<file path="src/rtl/wb_arbiter.sv">
// Writeback arbiter for the single register-file write port: ALU results win, long-latency results wait in a small queue.
// Latency: ALU result is on we/wa/wd one cycle after capture; a queued result reaches the port one cycle after it is accepted, at the earliest.
// Backpressure: the ALU path is never stalled; the long-latency path uses b_valid/b_ready and stalls while the queue is full.
module wb_arbiter #(
  parameter int LQ_DEPTH   = 4,
  parameter int LQ_AW      = 2,
  parameter int RD_WIDTH   = 5,
  parameter int DATA_WIDTH = 32,
  parameter int RS1_WIDTH  = 5,
  parameter int RS2_WIDTH  = 5
) (
  input  logic                  clk,
  input  logic                  rst_n,
  input  logic                  a_valid,
  input  logic [RD_WIDTH-1:0]   a_rd,
  input  logic [DATA_WIDTH-1:0] a_data,
  input  logic                  b_valid,
  output logic                  b_ready,
  input  logic [RD_WIDTH-1:0]   b_rd,
  input  logic [DATA_WIDTH-1:0] b_data,
  output logic                  we,
  output logic [RD_WIDTH-1:0]   wa,
  output logic [DATA_WIDTH-1:0] wd,
  input  logic [RS1_WIDTH-1:0]  rs1,
  input  logic [RS2_WIDTH-1:0]  rs2,
  output logic                  rs1_pend,
  output logic                  rs2_pend,
  output logic [LQ_AW:0]        lq_count
);

  // Widest of the register-index widths, so operand and destination indices compare without truncation.
  localparam int CMP_W = (RD_WIDTH > RS1_WIDTH)
                         ? ((RD_WIDTH > RS2_WIDTH) ? RD_WIDTH : RS2_WIDTH)
                         : ((RS1_WIDTH > RS2_WIDTH) ? RS1_WIDTH : RS2_WIDTH);

  localparam logic [LQ_AW:0] FULL_CNT = (LQ_AW+1)'(LQ_DEPTH);

  // One queue slot. A cleared live bit marks an entry overwritten by a younger ALU result:
  // it still occupies its slot and is popped in order, but it is never written.
  typedef struct packed {
    logic                  live;
    logic [RD_WIDTH-1:0]   rd;
    logic [DATA_WIDTH-1:0] data;
  } lq_entry_t;

  lq_entry_t             lq_q [LQ_DEPTH];
  lq_entry_t             lq_d [LQ_DEPTH];
  logic [LQ_AW-1:0]      wr_ptr_q, wr_ptr_d;
  logic [LQ_AW-1:0]      rd_ptr_q, rd_ptr_d;
  logic [LQ_AW:0]        count_q, count_d;

  logic                  we_q, we_d;
  logic [RD_WIDTH-1:0]   wa_q, wa_d;
  logic [DATA_WIDTH-1:0] wd_q, wd_d;

  logic                  a_wr;
  logic                  push;
  logic                  pop;
  lq_entry_t             head;

  // b_ready comes from the registered count, so a pop in the same cycle never opens room for a push.
  assign b_ready  = rst_n && (count_q != FULL_CNT);

  // x0 destinations are never written: ALU ones are dropped, queued ones are acknowledged but not stored.
  assign a_wr     = a_valid && (a_rd != '0);
  assign push     = b_valid && b_ready && (b_rd != '0);
  assign pop      = !a_wr && (count_q != '0);
  assign head     = lq_q[rd_ptr_q];

  assign we       = we_q;
  assign wa       = wa_q;
  assign wd       = wd_q;
  assign lq_count = count_q;

  // Queue next state: squash older same-destination entries on an ALU write, retire the head, append the new entry.
  always_comb begin
    for (int i = 0; i < LQ_DEPTH; i++) begin
      lq_d[i] = lq_q[i];
      if (a_wr && lq_q[i].live && (lq_q[i].rd == a_rd)) begin
        lq_d[i].live = 1'b0;
      end
    end
    // A retired slot must stop reporting as pending.
    if (pop) begin
      lq_d[rd_ptr_q].live = 1'b0;
    end
    // The push slot never equals the pop slot (that would need an empty or full queue),
    // and a pushed entry is younger than a same-cycle ALU result, so it is stored live.
    if (push) begin
      lq_d[wr_ptr_q] = '{live: 1'b1, rd: b_rd, data: b_data};
    end
  end

  // Pointer and occupancy next state; a simultaneous push and pop leaves the count unchanged.
  always_comb begin
    wr_ptr_d = wr_ptr_q;
    rd_ptr_d = rd_ptr_q;
    count_d  = count_q;
    if (push) begin
      wr_ptr_d = wr_ptr_q + 1'b1;
    end
    if (pop) begin
      rd_ptr_d = rd_ptr_q + 1'b1;
    end
    case ({push, pop})
      2'b10:   count_d = count_q + 1'b1;
      2'b01:   count_d = count_q - 1'b1;
      default: count_d = count_q;
    endcase
  end

  // Write-port selection: ALU first, then a live queue head; otherwise drop we and hold address/data.
  always_comb begin
    we_d = 1'b0;
    wa_d = wa_q;
    wd_d = wd_q;
    if (a_wr) begin
      we_d = 1'b1;
      wa_d = a_rd;
      wd_d = a_data;
    end else if (pop && head.live) begin
      we_d = 1'b1;
      wa_d = head.rd;
      wd_d = head.data;
    end
  end

  // Operand hazard flags look only at registered queue state, never at the incoming b_* request.
  always_comb begin
    rs1_pend = 1'b0;
    rs2_pend = 1'b0;
    for (int i = 0; i < LQ_DEPTH; i++) begin
      if (lq_q[i].live && (CMP_W'(lq_q[i].rd) == CMP_W'(rs1)) && (rs1 != '0)) begin
        rs1_pend = 1'b1;
      end
      if (lq_q[i].live && (CMP_W'(lq_q[i].rd) == CMP_W'(rs2)) && (rs2 != '0)) begin
        rs2_pend = 1'b1;
      end
    end
  end

  // State registers; reset discards every queued entry without writing it.
  always_ff @(posedge clk) begin
    if (!rst_n) begin
      for (int i = 0; i < LQ_DEPTH; i++) begin
        lq_q[i] <= '0;
      end
      wr_ptr_q <= '0;
      rd_ptr_q <= '0;
      count_q  <= '0;
      we_q     <= 1'b0;
      wa_q     <= '0;
      wd_q     <= '0;
    end else begin
      for (int i = 0; i < LQ_DEPTH; i++) begin
        lq_q[i] <= lq_d[i];
      end
      wr_ptr_q <= wr_ptr_d;
      rd_ptr_q <= rd_ptr_d;
      count_q  <= count_d;
      we_q     <= we_d;
      wa_q     <= wa_d;
      wd_q     <= wd_d;
    end
  end

endmodule

</file>
<file path="config.mk">
export PLATFORM = sky130hd
export DESIGN_NAME = wb_arbiter
export DESIGN_NICKNAME = d
export VERILOG_FILES = /design/src/rtl/wb_arbiter.sv
export SDC_FILE = /design/constraint.sdc
export NUM_CORES = 1
export LEC_CHECK = 0
export BUFFER_PORTS_ARGS = -buffer_cell sky130_fd_sc_hd__buf_2
export CORE_MARGIN = 10
export CORE_UTILIZATION = 30
export CTS_BUF_LIST = sky130_fd_sc_hd__clkbuf_16
export CTS_CLUSTER_DIAMETER = 150
export DETAILED_ROUTE_END_ITERATION = 12
export SLEW_MARGIN = 20
export SYNTH_ARGS = -nofsm -noshare
export SYNTH_HDL_FRONTEND = slang
export SYNTH_SLANG_ARGS = --single-unit
</file>
<file path="constraint.sdc">
create_clock -name clk -period 2.3 [get_ports clk]
set_clock_uncertainty 0.15 [all_clocks]
set_input_delay 0 -clock clk [delete_from_list [all_inputs] [get_ports clk]]
set_output_delay 0 -clock clk [all_outputs]
set_load 0.05 [all_outputs]
</file>
==> results of run 1 <==
-- critical path, cell delays in order, from the launching register on --
cell and delay, ns:
dfxtp_1 0.37, mux4_2 0.54, nand4_1 0.16, nor2_1 0.11, a32oi_1 0.18, dlygate4sd3_1 0.57, o21ai_1 0.06
-- cells in the final DEF, fill, tap and decap left out, types with 11 or more instances in the layout --
cell and count:
o21ai_0 36, mux4_2 38, o21ai_2 52, nor4_1 11
nand2_1 302, dfxtp_1 192, dlygate4sd3_1 78, o22ai_1 34
o21ai_1 97, inv_1 17, buf_2 129, xor2_1 43
nand3_1 12, buf_4 15, clkbuf_16 17, xnor2_1 17
nor2_1 40
-- logic make-up (layout without fill, tap and decap cells) --
group           Yosys count  after routing  synth area share (%)
mux                      40             40                 9.515
flops                   199            199                 43.28
fa+ha+maj                10             10                 1.441
buf+inv                 106            282                 6.484
simple gates            383            383                 16.99
xor+xnor                 60             60                 5.709
compound gates          241            241                 16.58
-- power groups by stage --
stage / Combinational [W] / Clock, W / Sequential [W]
floorplan: 0.000890 / 0 / 0.00419
global placement: 0.00162 / 0 / 0.00392
detailed placement: 0.00164 / 0 / 0.00392
CTS: 0.00175 / 0.00313 / 0.00385
global route: 0.00188 / 0.00325 / 0.00388
finish: 0.00174 / 0.00302 / 0.00385
-- cells in the mapped netlist, drive strengths merged (3+ instances only) --
cell type / number
a21oi: 4
a32oi: 4
a41o: 4
buf: 38
clkbuf: 51
dfxtp: 199
ha: 9
inv: 17
mux4: 38
nand2: 303
nand3: 12
nand4: 3
nor2: 44
nor4: 11
o21ai: 186
o22ai: 34
o31ai: 4
or4: 4
xnor2: 17
xor2: 43
-- sequential cells by signal, indices dropped and copies added, names as in the netlist, named ones only --
| name | flops |
|---|---|
| lq_q | 152 |
| wd | 32 |
| wa | 5 |
| lq_count | 3 |
| rd_ptr_q | 2 |
| wr_ptr_q | 2 |
| we | 1 |
-- worst max-delay path by stage --
stage / from / end / slack, ns / cells past startpoint
2_1_floorplan: lq_count[2]$_SDFFE_PN0P_ / lq_count[2]$_SDFFE_PN0P_ / -0.07 / 8
3_3_place_gp: b_rd[0] / lq_count[2]$_SDFFE_PN0P_ / 0.07 / 9
3_5_place_dp: b_rd[4] / lq_count[2]$_SDFFE_PN0P_ / 0.03 / 9
4_1_cts: lq_q[3][37]$_SDFF_PN0_ / wa[0]$_SDFFE_PN0P_ / 0.06 / 6
5_1_grt: lq_q[3][37]$_SDFF_PN0_ / wa[0]$_SDFFE_PN0P_ / -0.02 / 6
6_report: lq_q[3][37]$_SDFF_PN0_ / wa[0]$_SDFFE_PN0P_ / 0.04 / 6
-- through the flow --
stage | setup WS, ns | power [W] | setup TNS (ns) | hold slack, ns
2_1_floorplan | -0.07129 | 0.005080 | -0.07129 | -0.04152
3_3_place_gp | 0.06586 | 0.005541 | 0 | 0.1005
3_5_place_dp | 0.03256 | 0.005567 | 0 | 0.1058
4_1_cts | 0.05668 | 0.008734 | 0 | 0.1239
5_1_grt | -0.01539 | 0.009011 | -0.01539 | 0.1852
6_report | 0.04355 | 0.008606 | 0 | 0.1615
-- repair_timing --
item / CTS / global route
resized for setup: 0 / 5
hold buffers: 78 / 1
endpoints found under the hold margin: 199 / 4
endpoints found under the setup margin: 0 / 15
-- layout make-up --
cell class | instances | share of cell area [%]
clock buffer | 17 | 3.680
clock inverter | 15 | 1.451
inverter | 17 | 0.5521
multi-input combinational | 734 | 40.34
sequential | 199 | 34.61
tap | 396 | 4.287
timing repair buffer | 233 | 15.08
-- layer usage --
layer / global-route usage [%] / part of all wire (%)
met4: 4.101 / 1.3
met3: 2.963 / 4.8
met5: 0 / 0
met1: 17.56 / 46
met2: 22.67 / 48
==> flow_summary.toml, run 1 <==
[status]
status = "complete, no violations"

[layout]
regArea_um2 = 4000
final_layout_size_suffix_gt1_share_pct = 24.28
multiInputGateArea_um2 = 4663
fin_cells = 1611
nets = 1300
diodes = 0
fin_util_pct = 37.99
nFillCells = 3084
syn_to_final_growth_pct = 25.57
stdcell_area_um2 = 11560

[drt]
drt-wirelength-per-cell_um = 16.24
first_iter_violations = 439
drtAntennaViolNets = 0
vias = 7715
totalWireLength_um = 26170
via_per_inst = 4.789
drt_pre_antenna_iters = 4
drc = 0

[die]
rows = 64
die_w_um = 195.2
core_area_um2 = 30430
fp.dieH_um = 195.2
die_area_um2 = 38090
ios = 132
start_util_pct = 30.25

[yosys]
async_flop_share_pct = 0
synth_seq_cells = 199
avgSynthCellArea_um2 = 8.860
syn_inst = 1039
yosys_warnings = 0
synth.net_count = 1137
synth_enable_flop_cells = 0
synth_top_area_share_pct = 43.28
yosysTopAreaCell = "dfxtp_1"
synthTopCellsByArea = "dfxtp_1, nand2_1, mux4_2"
netlist_area_um2 = 9205
ys_seq_area_share_pct = 43.28
synthFlopType = "dfxtp_1"
synth.distinct_cells = 38

[grt]
antenna_found_initial = 0
grt_start_max_net_pins = 193
gr-total-overflow = 0
grt_pass1_vias = 7621
grt_usage_pct = 13.73
grt_pass1_wl_um = 42390

[power_and_ir_drop]
p_leak_nw = 4.458
clkPwrFrac_pct = 35.1
p_int_w = 0.005899
p_sw_share_pct = 31.45
irDropWorstVdd_mv = 0.4313
p_sw_w = 0.002707
sequentialPowerShare_pct = 44.7
power_density_nw_per_um2 = 744.5
p_comb_share_pct = 20.2

[cts]
root_buffer = "clkbuf_16"
cts_made_buffers = 17
cts.path.max_buffers = 2
htree_levels = 4
post_cts_buffers = 0
insertion_delay_ns = 0.44
clock-sinks = 199
cts_tree = "done"
cts.clk_slew.worst_paths_ns = 0.08

[timing]
slew_violations = 0
fmax_ghz = 0.4432
period_minus_slack_ns = 2.256
hold_violations = 0
setup_viol = 0
post-route-period-util_pct = 98.11
slew_headroom_pct = 42.45
rsz0062_at_grt = "true"
worstMarginPinSlew_ns = 0.8633

[critical_path]
ff2ff_path_depth = 6
path_max_fanout = 4
required_ns = 2.48
end_kind = "register"
reg2reg_slack_ns = 0.04
arrival_ns = 2.44
r2r-start = "lq_q[3][37]$_SDFF_PN0_"
start_kind = "register"
worstReg2RegEnd = "wa[0]$_SDFFE_PN0P_"
worstSetupPathType = "register to register"

[min_path]
holdPathEnd = "wr_ptr_q[1]$_SDFFE_PN0P_"
min_from = "b_rd[4]"
min_path_type = "input port to register"
whs_path_depth = 5

[placed_design]
port_buffers = 131
post_dp_cell_area_um2 = 10160
hpwl_um = 17320
placed_cells = 1501
place.gp.congestion = 0.8638

[job]
maxCapViolations = 0
Note: power is estimated with default switching activity, not from simulation.
==> run 2: changes to the inputs <==
--- a/config.mk
+++ b/config.mk
@@ -5,12 +5,14 @@
 export SDC_FILE = /design/constraint.sdc
 export NUM_CORES = 1
 export LEC_CHECK = 0
+export ABC_AREA = 1
 export BUFFER_PORTS_ARGS = -buffer_cell sky130_fd_sc_hd__buf_2
 export CORE_MARGIN = 10
-export CORE_UTILIZATION = 30
+export CORE_UTILIZATION = 53
 export CTS_BUF_LIST = sky130_fd_sc_hd__clkbuf_16
 export CTS_CLUSTER_DIAMETER = 150
 export DETAILED_ROUTE_END_ITERATION = 12
+export PLACE_DENSITY = 0.77
 export SLEW_MARGIN = 20
 export SYNTH_ARGS = -nofsm -noshare
 export SYNTH_HDL_FRONTEND = slang
==> flow_summary.toml, run 2 <==
[status]
status = "complete, no violations"

[layout]
nFillCells = 1712
syn_to_final_growth_pct = 19.55
nets = 1862
final_cell_mix = "nor2_1, nand2_1, dfxtp_1, nand3_1, buf_2"
largest_reg_flops = 152
final_layout_size_suffix_gt1_share_pct = 11.37
diodes = 0
largest_register = "lq_q"
final_common_cell = "nor2_1"

[cts]
cts_tree = "done"
cts.clk_slew.worst_paths_ns = 0.08
cts.path.max_buffers = 2
clock-sinks = 199
cts_made_buffers = 17
htree_levels = 4
insertion_delay_ns = 0.44
root_buffer = "clkbuf_16"

[critical_path]
worstSetupPathType = "register to primary output"
start_kind = "register"
crit_top_cell = "nor2_1"
end_kind = "primary output"
arrival_ns = 1.94
crit_family = "simple AND/OR/NAND/NOR gates"
critPathBufInv = 1
required_ns = 2.15
critical-path-max-stage-delay_ns = 0.53
crit_chain = "nor2_1, nor3_1, nand3_1, nand2_1, nor2_1, nor2_1, buf_2"
cpMaxStageDelayCell = "dfxtp_1"
path_max_fanout = 6

[grt]
met2_usage_pct = 38.76
grt_pass1_wl_um = 53540
gr-total-overflow = 0
grt_pass1_vias = 10130
grt_usage_pct = 25.22
met3_usage_pct = 6.016
grt.busiest_layer = "met2"
antenna_found_initial = 0
grt_start_max_net_pins = 189
use_met1_pct = 33.94

[drt]
drtAntennaViolNets = 0
drt-wirelength-per-cell_um = 16.11
vias = 10880
totalWireLength_um = 32820
first_iter_violations = 1271
via_per_inst = 5.339
drc = 0
drt_pre_antenna_iters = 6

[placed_design]
place.gp.congestion = 0.9757
pre_cts_ws_ns = 0.2931
hpwl_um = 19850
port_buffers = 131

[yosys]
netlist_area_um2 = 10320
ys_seq_area_share_pct = 38.58
yosysTopAreaCell = "dfxtp_1"
synth_top_area_share_pct = 38.58
synth.net_count = 1723
avgSynthCellArea_um2 = 6.354
synthTopCellsByArea = "dfxtp_1, nor2_1, nand2_1"
synth.most_common_cell = "nor2_1"
ys_top_cells_by_count = "nor2_1, nand2_1, dfxtp_1"
synthFlopType = "dfxtp_1"
synth.distinct_cells = 29
synth_seq_cells = 199
synth_enable_flop_cells = 0
syn_inst = 1625
yosys_warnings = 0
async_flop_share_pct = 0

[timing]
worstMarginPinSlew_ns = 0.8548
slew_violations = 0
fmax_ghz = 0.4781
setup_viol = 0
finalSetupTns_ns = 0
rsz0062_at_grt = "false"
slew_headroom_pct = 43.01
post-route-period-util_pct = 90.94
hold_violations = 0
worst_slack_ns = 0.2083
period_minus_slack_ns = 2.092

[die]
start_util_pct = 54.47
fp.dieH_um = 159.6
rows = 50
die_area_um2 = 25460
ios = 132
die_w_um = 159.6
core_area_um2 = 18960

[power_and_ir_drop]
irDropWorstVdd_mv = 0.6677
p_leak_nw = 5.618
power_w = 0.01094
power_density_nw_per_um2 = 886.6

[min_path]
min_path_type = "input port to register"

[job]
maxCapViolations = 0
==> run 2: path summary, 6_finish.rpt <==
check                           cells past startpoint                       end                      from  slack (ns)
worst max-delay path                                7                  rs2_pend  lq_q[2][36]$_SDFFE_PN0P_        0.21
worst min register to register                      2        wa[1]$_SDFFE_PN0P_        wa[1]$_SDFFE_PN0P_        0.32
worst max register to register                      7  lq_q[2][10]$_SDFFE_PN0P_  lq_count[0]$_SDFFE_PN0P_        0.28
worst min-delay path                                6        wd[6]$_SDFFE_PN0P_                 a_data[6]        0.25
==> run 2: worst min-delay path: cells and delay by family <==
family / cells / cell delay [ns]
and+or+nand+nor: 4 / 0.20
buffers and inverters: 2 / 0.61
==> run 2: power by group <==
part           switching (W)  internal (W)
clock                0.00142       0.00152
combinational        0.00276       0.00124
sequential          0.000229       0.00378
total                0.00441       0.00653
==> run 2: final cells by class <==
cell class	instances	area [µm²]	area share (%)
Multi-Input combinational cell	1229	5464	44.27
Sequential cell	199	3996	32.38
Timing Repair Buffer	231	1664	13.48
Clock buffer	17	425.4	3.447
Inverter	86	327.8	2.656
Tap cell	260	325.3	2.636
Clock inverter	15	140.1	1.135
==> run 2: stage by stage <==
step / cell area [µm²] / hold slack, ns / cells / util (%)
floorplan: 10350 / 0.06075 / 1625 / -
global placement: 11010 / 0.1547 / 1928 / 58.07
detailed placement: 11010 / 0.1595 / 1928 / 58.07
CTS: 12340 / 0.2426 / 2037 / 65.12
global route: 12340 / 0.2862 / 2037 / 65.12
finish: 12340 / 0.2486 / 2037 / 65.12
==> run 2: cell families (layout without fill, tap and decap cells) <==
group / Yosys count / count (layout) / synth area share, %
AOI/OAI and AO/OA: 193 / 193 / 10.17
xor gates and xnor gates: 19 / 19 / 1.612
adders and majority gates: 10 / 10 / 1.285
buffers and inverters: 197 / 349 / 8.689
DFF: 199 / 199 / 38.58
and+or+nand+nor: 1007 / 1007 / 39.66
==> run 2: per-layer routing <==
layer | vias up | wire length [µm]
li1 | 5430 | -
met1 | 4894 | 14320
met3 | 56 | 3176
met5 | - | 0
met4 | 0 | 652
met2 | 495 | 14670
==> run 2: repair_timing <==
action / 4_1_cts / 5_1_grt
hold endpoints to repair: 196 / 0
buffers inserted: 0 / 0
gates resized for setup: 0 / 1
hold buffers: 77 / 0
endpoints found under the setup margin: 0 / 1
